==> src/rtl/matrix_mult_2x2_seq_pkg.sv <==
// Shared types and helpers for the 2x2 matrix multiplier and its downstream
// divider.
package matrix_pkg;

    localparam int DATA_W = 32;
    localparam int ACC_W  = 2 * DATA_W + 1;

    typedef enum logic [1:0] {
        IDLE = 2'd0,
        MAC  = 2'd1,
        DONE = 2'd2
    } mm_state_t;

    // Row-major element index inside a 2x2 block.
    function automatic int elem_idx(input int i, input int j);
        return 2 * i + j;
    endfunction

endpackage

==> src/rtl/matrix_mult_2x2_seq_if.sv <==
// Start/busy/done handshake and operand/result buses for the 2x2 multiplier.
interface matrix_mult_2x2_seq_if #(
    parameter int DATA_W = 32
);
    logic                  start;
    logic [4*DATA_W-1:0]   a;
    logic [4*DATA_W-1:0]   b;
    logic                  busy;
    logic                  done;
    logic [4*DATA_W-1:0]   p;
    logic                  ovf;

    modport master (
        output start, a, b,
        input  busy, done, p, ovf
    );

    modport slave (
        input  start, a, b,
        output busy, done, p, ovf
    );
endinterface

==> src/rtl/matrix_mult_2x2_seq_mac_unit.sv <==
// Signed multiply-accumulate slice: combinational product and sum, registered
// accumulator, and a flag for sums that do not fit back into W bits.
module mac_unit #(
    parameter  int W  = 32,
    localparam int AW = 2 * W + 1
) (
    input  logic                clk,
    input  logic                rst_n,
    input  logic                en,
    input  logic                clr,
    input  logic                init,
    input  logic signed [W-1:0] x,
    input  logic signed [W-1:0] y,
    output logic [AW-1:0]       sum,
    output logic                sum_ovf
);
    logic [AW-1:0]         acc_q;
    logic signed [2*W-1:0] prod;
    logic [AW-W:0]         top_bits;

    always_comb begin
        prod     = x * y;
        sum      = (clr ? '0 : acc_q) + {prod[2*W-1], prod};
        // In range exactly when every bit from W-1 upward is a sign copy.
        top_bits = sum[AW-1:W-1];
        sum_ovf  = !((&top_bits) || !(|top_bits));
    end

    always_ff @(posedge clk or negedge rst_n) begin
        if (!rst_n) begin
            acc_q <= '0;
        end else if (init) begin
            acc_q <= '0;
        end else if (en) begin
            acc_q <= sum;
        end
    end
endmodule

==> src/rtl/matrix_mult_2x2_seq.sv <==
// Sequential signed 2x2 matrix multiplier P = A x B over one shared MAC,
// eight MAC cycles per product plus one DONE cycle.
//
//   state | meaning
//   IDLE  | waiting for start; p/ovf hold the last result
//   MAC   | step counter 0..7 drives one multiply-accumulate per cycle
//   DONE  | one cycle: p/ovf just updated; start here chains the next product
module matrix_mult_2x2_seq
    import matrix_pkg::*;
(
    input  logic                  clk,
    input  logic                  rst_n,
    matrix_mult_2x2_seq_if.slave  bus
);
    mm_state_t            state_q, state_d;
    logic                 accept;
    logic [2:0]           s_q;
    logic [4*DATA_W-1:0]  a_q, b_q;
    logic [DATA_W-1:0]    r_q [3];
    logic [2:0]           r_ovf_q;
    logic [4*DATA_W-1:0]  p_q;
    logic                 ovf_q;

    logic                 k_bit;
    logic [1:0]           e_idx;
    logic [DATA_W-1:0]    x_op, y_op;
    logic [ACC_W-1:0]     sum;
    logic                 sum_ovf;
    logic                 mac_en;

    always_comb begin
        state_d = state_q;
        accept  = 1'b0;
        case (state_q)
            IDLE: begin
                if (bus.start) begin
                    accept  = 1'b1;
                    state_d = MAC;
                end
            end
            MAC: begin
                if (s_q == 3'd7) begin
                    state_d = DONE;
                end
            end
            DONE: begin
                if (bus.start) begin
                    accept  = 1'b1;
                    state_d = MAC;
                end else begin
                    state_d = IDLE;
                end
            end
            default: state_d = IDLE;
        endcase
    end

    always_ff @(posedge clk or negedge rst_n) begin
        if (!rst_n) begin
            state_q <= IDLE;
        end else begin
            state_q <= state_d;
        end
    end

    assign k_bit  = s_q[0];
    assign e_idx  = s_q[2:1];
    assign mac_en = (state_q == MAC);
    assign x_op   = a_q[elem_idx(int'(e_idx[1]), int'(k_bit)) * DATA_W +: DATA_W];
    assign y_op   = b_q[elem_idx(int'(k_bit), int'(e_idx[0])) * DATA_W +: DATA_W];

    mac_unit #(.W(DATA_W)) u_mac (
        .clk     (clk),
        .rst_n   (rst_n),
        .en      (mac_en),
        .clr     (!k_bit),
        .init    (accept),
        .x       (x_op),
        .y       (y_op),
        .sum     (sum),
        .sum_ovf (sum_ovf)
    );

    always_ff @(posedge clk or negedge rst_n) begin
        if (!rst_n) begin
            s_q     <= '0;
            a_q     <= '0;
            b_q     <= '0;
            r_q[0]  <= '0;
            r_q[1]  <= '0;
            r_q[2]  <= '0;
            r_ovf_q <= '0;
            p_q     <= '0;
            ovf_q   <= 1'b0;
        end else if (accept) begin
            s_q <= '0;
            a_q <= bus.a;
            b_q <= bus.b;
        end else if (mac_en) begin
            s_q <= s_q + 3'd1;
            if (k_bit) begin
                case (e_idx)
                    2'd0: begin r_q[0] <= sum[DATA_W-1:0]; r_ovf_q[0] <= sum_ovf; end
                    2'd1: begin r_q[1] <= sum[DATA_W-1:0]; r_ovf_q[1] <= sum_ovf; end
                    2'd2: begin r_q[2] <= sum[DATA_W-1:0]; r_ovf_q[2] <= sum_ovf; end
                    default: begin
                        // Last element bypasses r so p is ready on entry to DONE.
                        p_q   <= {sum[DATA_W-1:0], r_q[2], r_q[1], r_q[0]};
                        ovf_q <= (|r_ovf_q) | sum_ovf;
                    end
                endcase
            end
        end
    end

    assign bus.busy = (state_q == MAC);
    assign bus.done = (state_q == DONE);
    assign bus.p    = p_q;
    assign bus.ovf  = ovf_q;
endmodule

==> src/flat_wrapper.sv <==
// flat-port wrapper written by rule: the top's interface ports become plain ports
module matrix_mult_2x2_seq_flat import matrix_pkg::*;
  (clk, rst_n, bus_start, bus_a, bus_b, bus_busy, bus_done, bus_p, bus_ovf);
  matrix_mult_2x2_seq_if #(.DATA_W((32))) bus_i ();
  input  logic clk;
  input  logic rst_n;
  input wire logic [$bits(bus_i.start)-1:0] bus_start;
  input wire logic [$bits(bus_i.a)-1:0] bus_a;
  input wire logic [$bits(bus_i.b)-1:0] bus_b;
  output wire logic [$bits(bus_i.busy)-1:0] bus_busy;
  output wire logic [$bits(bus_i.done)-1:0] bus_done;
  output wire logic [$bits(bus_i.p)-1:0] bus_p;
  output wire logic [$bits(bus_i.ovf)-1:0] bus_ovf;
  assign bus_i.start = bus_start;
  assign bus_i.a = bus_a;
  assign bus_i.b = bus_b;
  assign bus_busy = bus_i.busy;
  assign bus_done = bus_i.done;
  assign bus_p = bus_i.p;
  assign bus_ovf = bus_i.ovf;
  matrix_mult_2x2_seq u_core (.clk(clk), .rst_n(rst_n), .bus(bus_i));
endmodule
==> config.mk <==
export PLATFORM = sky130hd
export DESIGN_NAME = matrix_mult_2x2_seq_flat
export DESIGN_NICKNAME = d
export VERILOG_FILES = /design/src/rtl/matrix_mult_2x2_seq_pkg.sv /design/src/rtl/matrix_mult_2x2_seq_if.sv /design/src/rtl/matrix_mult_2x2_seq_mac_unit.sv /design/src/rtl/matrix_mult_2x2_seq.sv /design/src/flat_wrapper.sv
export SDC_FILE = /design/constraint.sdc
export NUM_CORES = 2
export LEC_CHECK = 0
export ABC_AREA = 1
export ABC_CLOCK_PERIOD_IN_PS = 18600
export CORE_MARGIN = 8
export CORE_UTILIZATION = 35
export DETAILED_ROUTE_END_ITERATION = 10
export SLEW_MARGIN = 5
export SYNTH_ARGS = -nofsm -noshare
export SYNTH_HDL_FRONTEND = slang
export SYNTH_SLANG_ARGS = --single-unit
export TNS_END_PERCENT = 5
==> constraint.sdc <==
create_clock -name clk -period 18.6 [get_ports clk]
set_input_delay 3.72 -clock clk [delete_from_list [all_inputs] [get_ports clk]]
set_output_delay 3.72 -clock clk [all_outputs]
set_load 0.01 [all_outputs]
=== After elaboration in Yosys (flattened, before gate mapping) ===
Cells that the tools add are included.

* Register bits: 554
* Input bits: 259
* Output and inout port bits: 131

* $add $sub $neg: 4
* Multiply operators: 1
* Equal/unequal tests: 7
* Shift-type cells: 2
* Mux-type cells: 11
* Bitwise logic cells: 3
* Reductions and logical operators: 16

{| class="wikitable"
|+ Operators by type and width
! cell !! count
|-
| $shiftx A128 B9 Y32 || 2
|-
| $mux W65 || 3
|-
| $add A65 B65 Y65 || 1
|-
| $mul A32 B32 Y64 || 1
|-
| $reduce_and A34 Y1 || 1
|-
| $reduce_or A34 Y1 || 1
|-
| $reduce_and A4 Y1 || 4
|-
| $add A2 B1 Y3 || 2
|-
| $mux W3 || 2
|-
| $pmux W2 S3 || 1
|-
| $reduce_or A3 Y1 || 2
|-
| $eq A2 B1 Y1 const B || 2
|-
| $eq A2 B2 Y1 const B || 2
|-
| $logic_not A2 Y1 || 2
|-
| $mux W2 || 2
|-
| $add A3 B1 Y3 const B || 1
|-
| $eq A3 B3 Y1 const B || 1
|-
| $mux W1 || 3
|-
| $logic_not A1 Y1 || 2
|-
| $ne A2 B1 Y1 const B || 1
|-
| $ne A2 B2 Y1 const B || 1
|-
| $not A1 Y1 || 2
|-
| $reduce_and A2 Y1 || 1
|-
| $reduce_bool A2 Y1 || 1
|-
| 3 further kinds || 3
|}

=== Logic depth before layout (Yosys ltp) ===
* Depth after elaboration: 9
* Gate-level depth with buffers: 61
* Depth with buffers taken out: 56

=== Hierarchy ===
Synthesis repeated with hierarchy kept, for this count alone.

* Cell total of the unflattened synthesis: 8,921
* Area total of the unflattened synthesis: 67,334.6 µm²

{| class="wikitable"
|+ Modules (own cells, without submodules)
! module !! instances !! cells an instance !! area each (µm²)
|-
| mac_unit || 1 || 6,383 || 46,644.7
|-
| matrix_mult_2x2_seq || 1 || 2,538 || 20,689.8
|}

=== Worst setup path after synthesis ===
No wires, ideal clock.

* Path type: register to register
* From: reg u_core.s_q[0]
* To: reg u_core.ovf_q, in the netlist u_core.bus.ovf
* Library setup time: 0.117 ns
* Arrival time: 9.972 ns
* Data required time: 18.483 ns
* Path slack: 8.512 ns
* Cell stages (with the launch flop): 49
* Clock period less this slack: 10.088 ns
* Cell sequence: dfrtp_1 > buf_2 > inv_1 > buf_2 > buf_2 > buf_2 > a21oi_1 > a32oi_1 > clkbuf_1 > inv_1 > nor2_1 > fa_1 > fa_1 > fa_1 > fa_1 > inv_1 > fa_1 > inv_1 > [... 13 more ...] > ha_1 > nand2_1 > nor2_1 > nand2_1 > nor4_1 > nand2_1 > nand2_1 > nand2_1 > nand2_1 > nand2_1 > nor2_1 > nand2_1 > nor2_1 > nand3_1 > nand2_1 > nand2_1 > nand2_1 > nand2_1

* Word-level cells in the longest chain between the ends: 9
* Elaborated cells on any way between the ends: 14
* Those cells by class: add/sub (3); mul (1); shift (2); mux (1); bitwise (1); reduce/logical (6)

{| class="wikitable"
|+ Ends and longest elaborated chain
! item !! RTL line !! RTL
|-
| from (decl) || matrix_mult_2x2_seq.sv:17 || <nowiki>logic [2:0] s_q;</nowiki>
|-
| from (signal assigned) || matrix_mult_2x2_seq.sv:100 || <nowiki>s_q <= s_q + 3'd1;</nowiki>
|-
| $add A2 B1 Y3 || matrix_mult_2x2_seq_pkg.sv:16 || <nowiki>return 2 * i + j;</nowiki>
|-
| $shiftx A128 B9 Y32, on equally long branches || matrix_mult_2x2_seq.sv:69, matrix_mult_2x2_seq.sv:70 ||
|-
| $mul A32 B32 Y64 || matrix_mult_2x2_seq_mac_unit.sv:22 || <nowiki>prod = x * y;</nowiki>
|-
| $add A65 B65 Y65 || matrix_mult_2x2_seq_mac_unit.sv:23 || <nowiki>sum = (clr ? '0 : acc_q) + {prod[2*W-1], prod};</nowiki>
|-
| $reduce_or A34 Y1 || matrix_mult_2x2_seq_mac_unit.sv:26 || <nowiki>sum_ovf = !((&top_bits) || !(|top_bits));</nowiki>
|-
| $logic_not A1 Y1 || matrix_mult_2x2_seq_mac_unit.sv:26 ||
|-
| $logic_or A1 B1 Y1 || matrix_mult_2x2_seq_mac_unit.sv:26 ||
|-
| $logic_not A1 Y1 || matrix_mult_2x2_seq_mac_unit.sv:26 ||
|-
| $or A1 B1 Y1 || matrix_mult_2x2_seq.sv:109 || <nowiki>ovf_q <= (|r_ovf_q) | sum_ovf;</nowiki>
|-
| to (signal assigned) || matrix_mult_2x2_seq.sv:109 ||
|-
| to (decl) || matrix_mult_2x2_seq.sv:22 || <nowiki>logic ovf_q;</nowiki>
|}

Parallel ways exist; a longest one is shown, timed or not.
A chain may end at the register's enable or synchronous reset.

=== Worst setup path after layout ===
Same ends and word-level chain as after synthesis.

==> impl_metrics.env <==
export IMPL_outcome="finished, final reports clean"
export IMPL_start_util_pct=35.2
export IMPL_rsz0062_at_grt="false"
export IMPL_ioPinCount=390
export IMPL_dp_slack_ns=4.75
export IMPL_clkTransAtPathRegs_ns=0.06
export IMPL_dr_first_iter_drc_count=4900
export IMPL_max_slew_margin_pct=18.5
export IMPL_netlist_area_leader_share_pct=33.6
export IMPL_clk_path_buf_depth=3
export IMPL_cts_tree="done"
export IMPL_grt_pass1_vias=56700
export IMPL_drc=0
export IMPL_drt_pass1_iterations=6
export IMPL_synth_edf_count=0
export IMPL_yosysTopAreaCell="fa_1"
export IMPL_synthCells=8197
export IMPL_postSynth_asyncResetShare_pct=100
export IMPL_ant_nets=0
export IMPL_std_cell_rows=157
export IMPL_viasPerCell=4.98
export IMPL_routabilityCongestion=0.984
export IMPL_fin_crit_ns=14.00
export IMPL_min_path_type="flop to flop"
export IMPL_critPathArrivalTime_ns=14.61
export IMPL_crit_slowest_cell="fa_1"
export IMPL_tightest_slew_ns=1.22
export IMPL_maxCapViolCount=0
export IMPL_die_area_sq_mm=0.198
export IMPL_numCtsBuffers=69
export IMPL_worst_setup_path_start_kind="flop"
export IMPL_path_max_fanout=63
export IMPL_yosysUniqueCellTypes=45
export IMPL_nets=10000
export IMPL_cpMostUsedCell="nand2_1"
export IMPL_setup_viol=0
export IMPL_grt_pass1_wl_um=351000
export IMPL_clock_skew_ns=0.0425
export IMPL_hpwl_um=187000
export IMPL_cts_resized_gates=0
export IMPL_clk_latency_ns=0.72
export IMPL_wl_um=232000
export IMPL_critical_path_class="flop to flop"
export IMPL_track_usage_pct=23.1
export IMPL_synthFlopType="dfrtp_1"
export IMPL_utilization_pct=40.1
export IMPL_hold_buffers=0
export IMPL_syn_area_sq_mm=0.0645
export IMPL_area_growth_pct=14.0
export IMPL_hold_viol=0
export IMPL_layout_setup_ws_ns=4.60
export IMPL_cts_max_level=3
export IMPL_yosys_warnings=0
export IMPL_grt_overflow_total=0
export IMPL_finalCritPeriodShare_pct=75.3
export IMPL_slew_violations=0
export IMPL_fp_dieH_um=445
export IMPL_crit_path_end_kind="flop"
export IMPL_cts_sinks=554
export IMPL_synth_nets=9789
export IMPL_num_vias=54400
export IMPL_synth_avg_cell_area_sq_um=7.86
export IMPL_fmax_ghz=0.0714
export IMPL_grt_start_max_net_pins=169
export IMPL_cpPeakStageDelay_ns=0.85
export IMPL_synthTopCellsByArea="fa_1, dfrtp_1, nand2_1"
export IMPL_antenna_found_initial=7
export IMPL_fin_setup_tns_ns=0
export IMPL_cts_root_buffer_cell="clkbuf_16"
export IMPL_die_w_um=445
export IMPL_wl_per_cell_um=21.2
export IMPL_place_port_buffers=389
export IMPL_synth_seq_cells=554
export IMPL_core_area_sq_mm=0.183
export IMPL_drive_above_1_share_pct=3.58
export IMPL_crit_required_ns=19.20
export IMPL_ys_seq_area_share_pct=21.5
export IMPL_post_cts_buffers=0
export IMPL_fillers=18900
stage by stage:
| stage | cells | instance area (sq um) | hold slack, ns |
|---|---|---|---|
| final | 10900 | 73500 | 0.463 |
| after detailed placement | 10800 | 71100 | 0.452 |
| after CTS | 10900 | 73500 | 0.464 |
| after global placement | 10800 | 71100 | 0.451 |
| after floorplan | 8197 | 64500 | 0.442 |
| after global routing | 10900 | 73500 | 0.485 |
cell usage after synthesis, types with 21 or more instances:
cell      instances
buf_1            21
xor2_1           50
buf_2            31
nor2_1          691
a32oi_1          61
a21oi_1         179
xnor2_1          46
ha_1            250
o21ai_0         248
inv_1          1480
clkbuf_1        282
fa_1           1083
nand4_1          23
nand2_1        2845
nand3_1         179
dfrtp_1         554
critical path, delay by kind of cell, from the launching register on:
kind / cells / cell delay, ns
flip-flops: 1 / 0.73
AO/OA/AOI/OAI: 7 / 1.93
AND/OR/NAND/NOR: 23 / 2.90
buffers and inverters: 10 / 2.83
adder cells (fa/ha/maj): 10 / 5.19
XOR/XNOR: 1 / 0.12
cell type report:
| cell class | instances | area, sq um | area share, % |
|---|---|---|---|
| multi-input cells | 5795 | 43800 | 59.7 |
| flip-flops and latches | 554 | 13900 | 18.9 |
| clock inverters | 31 | 448 | 0.610 |
| well taps | 2464 | 3080 | 4.20 |
| clock buffers | 89 | 1890 | 2.58 |
| repair buffers | 485 | 4630 | 6.31 |
| diodes | 3 | 7.51 | 0.0102 |
| inverters | 1514 | 5690 | 7.75 |
cells in the final DEF (no fill, tap or decap), types with 26 or more instances in the layout:
master and count:
a21oi_1 179, a32oi_1 36, a32oi_2 26, buf_4 95, clkbuf_16 69, clkdlybuf4s50_1 388
dfrtp_1 552, fa_1 1083, ha_1 250, inv_1 1477, nand2_1 2843, nand3_1 179
nor2_1 691, o21ai_0 248, xnor2_1 46, xor2_1 50
worst paths after layout:
check / endpoint / slack (ns) / start / cells past startpoint
max in group asynchronous: u_core.bus.p[114] / 12.60 / rst_n / 4
setup / recovery: u_core.bus.ovf / 4.60 / u_core.s_q[0] / 51
hold / removal: u_core.bus.p[23] / 0.46 / u_core.r_q[87] / 2
setup reg to reg: u_core.bus.ovf / 4.60 / u_core.s_q[0] / 51
min in group asynchronous: u_core.a_q[6] / 2.93 / rst_n / 1
hold reg to reg: u_core.bus.p[23] / 0.46 / u_core.r_q[87] / 2
registers in the layout (all words and copies together) (netlist names):
| signal | cells |
|---|---|
| u_core.b_q | 128 |
| u_core.u_mac.acc_q | 65 |
| u_core.a_q | 128 |
| u_core.bus.ovf | 1 |
| u_core.r_q | 96 |
| u_core.state_q | 2 |
| u_core.s_q | 3 |
| u_core.bus.p | 128 |
| u_core.r_ovf_q | 3 |
metal layers:
layer	global-route usage, %	wire length (um)	part of all wire [%]	vias to the layer above
li1	-	-	-	24600
met1	29.9	94100	41	27000
met2	37.6	107000	46	2303
met3	4.98	19200	8.3	502
met4	9.99	12200	5.3	4
met5	0	23	0.0099	-
cell families after synthesis:
| family | Yosys count | synth area share, % |
|---|---|---|
| compound gates | 546 | 4.79 |
| fa+ha+maj | 1333 | 38.5 |
| buf+inv | 1848 | 10.8 |
| flops | 554 | 21.5 |
| simple gates | 3820 | 23.1 |
| xor+xnor | 96 | 1.30 |
Power is not shown: default switching activity piles up to over one toggle a cycle in this logic, so the estimate is an artifact.
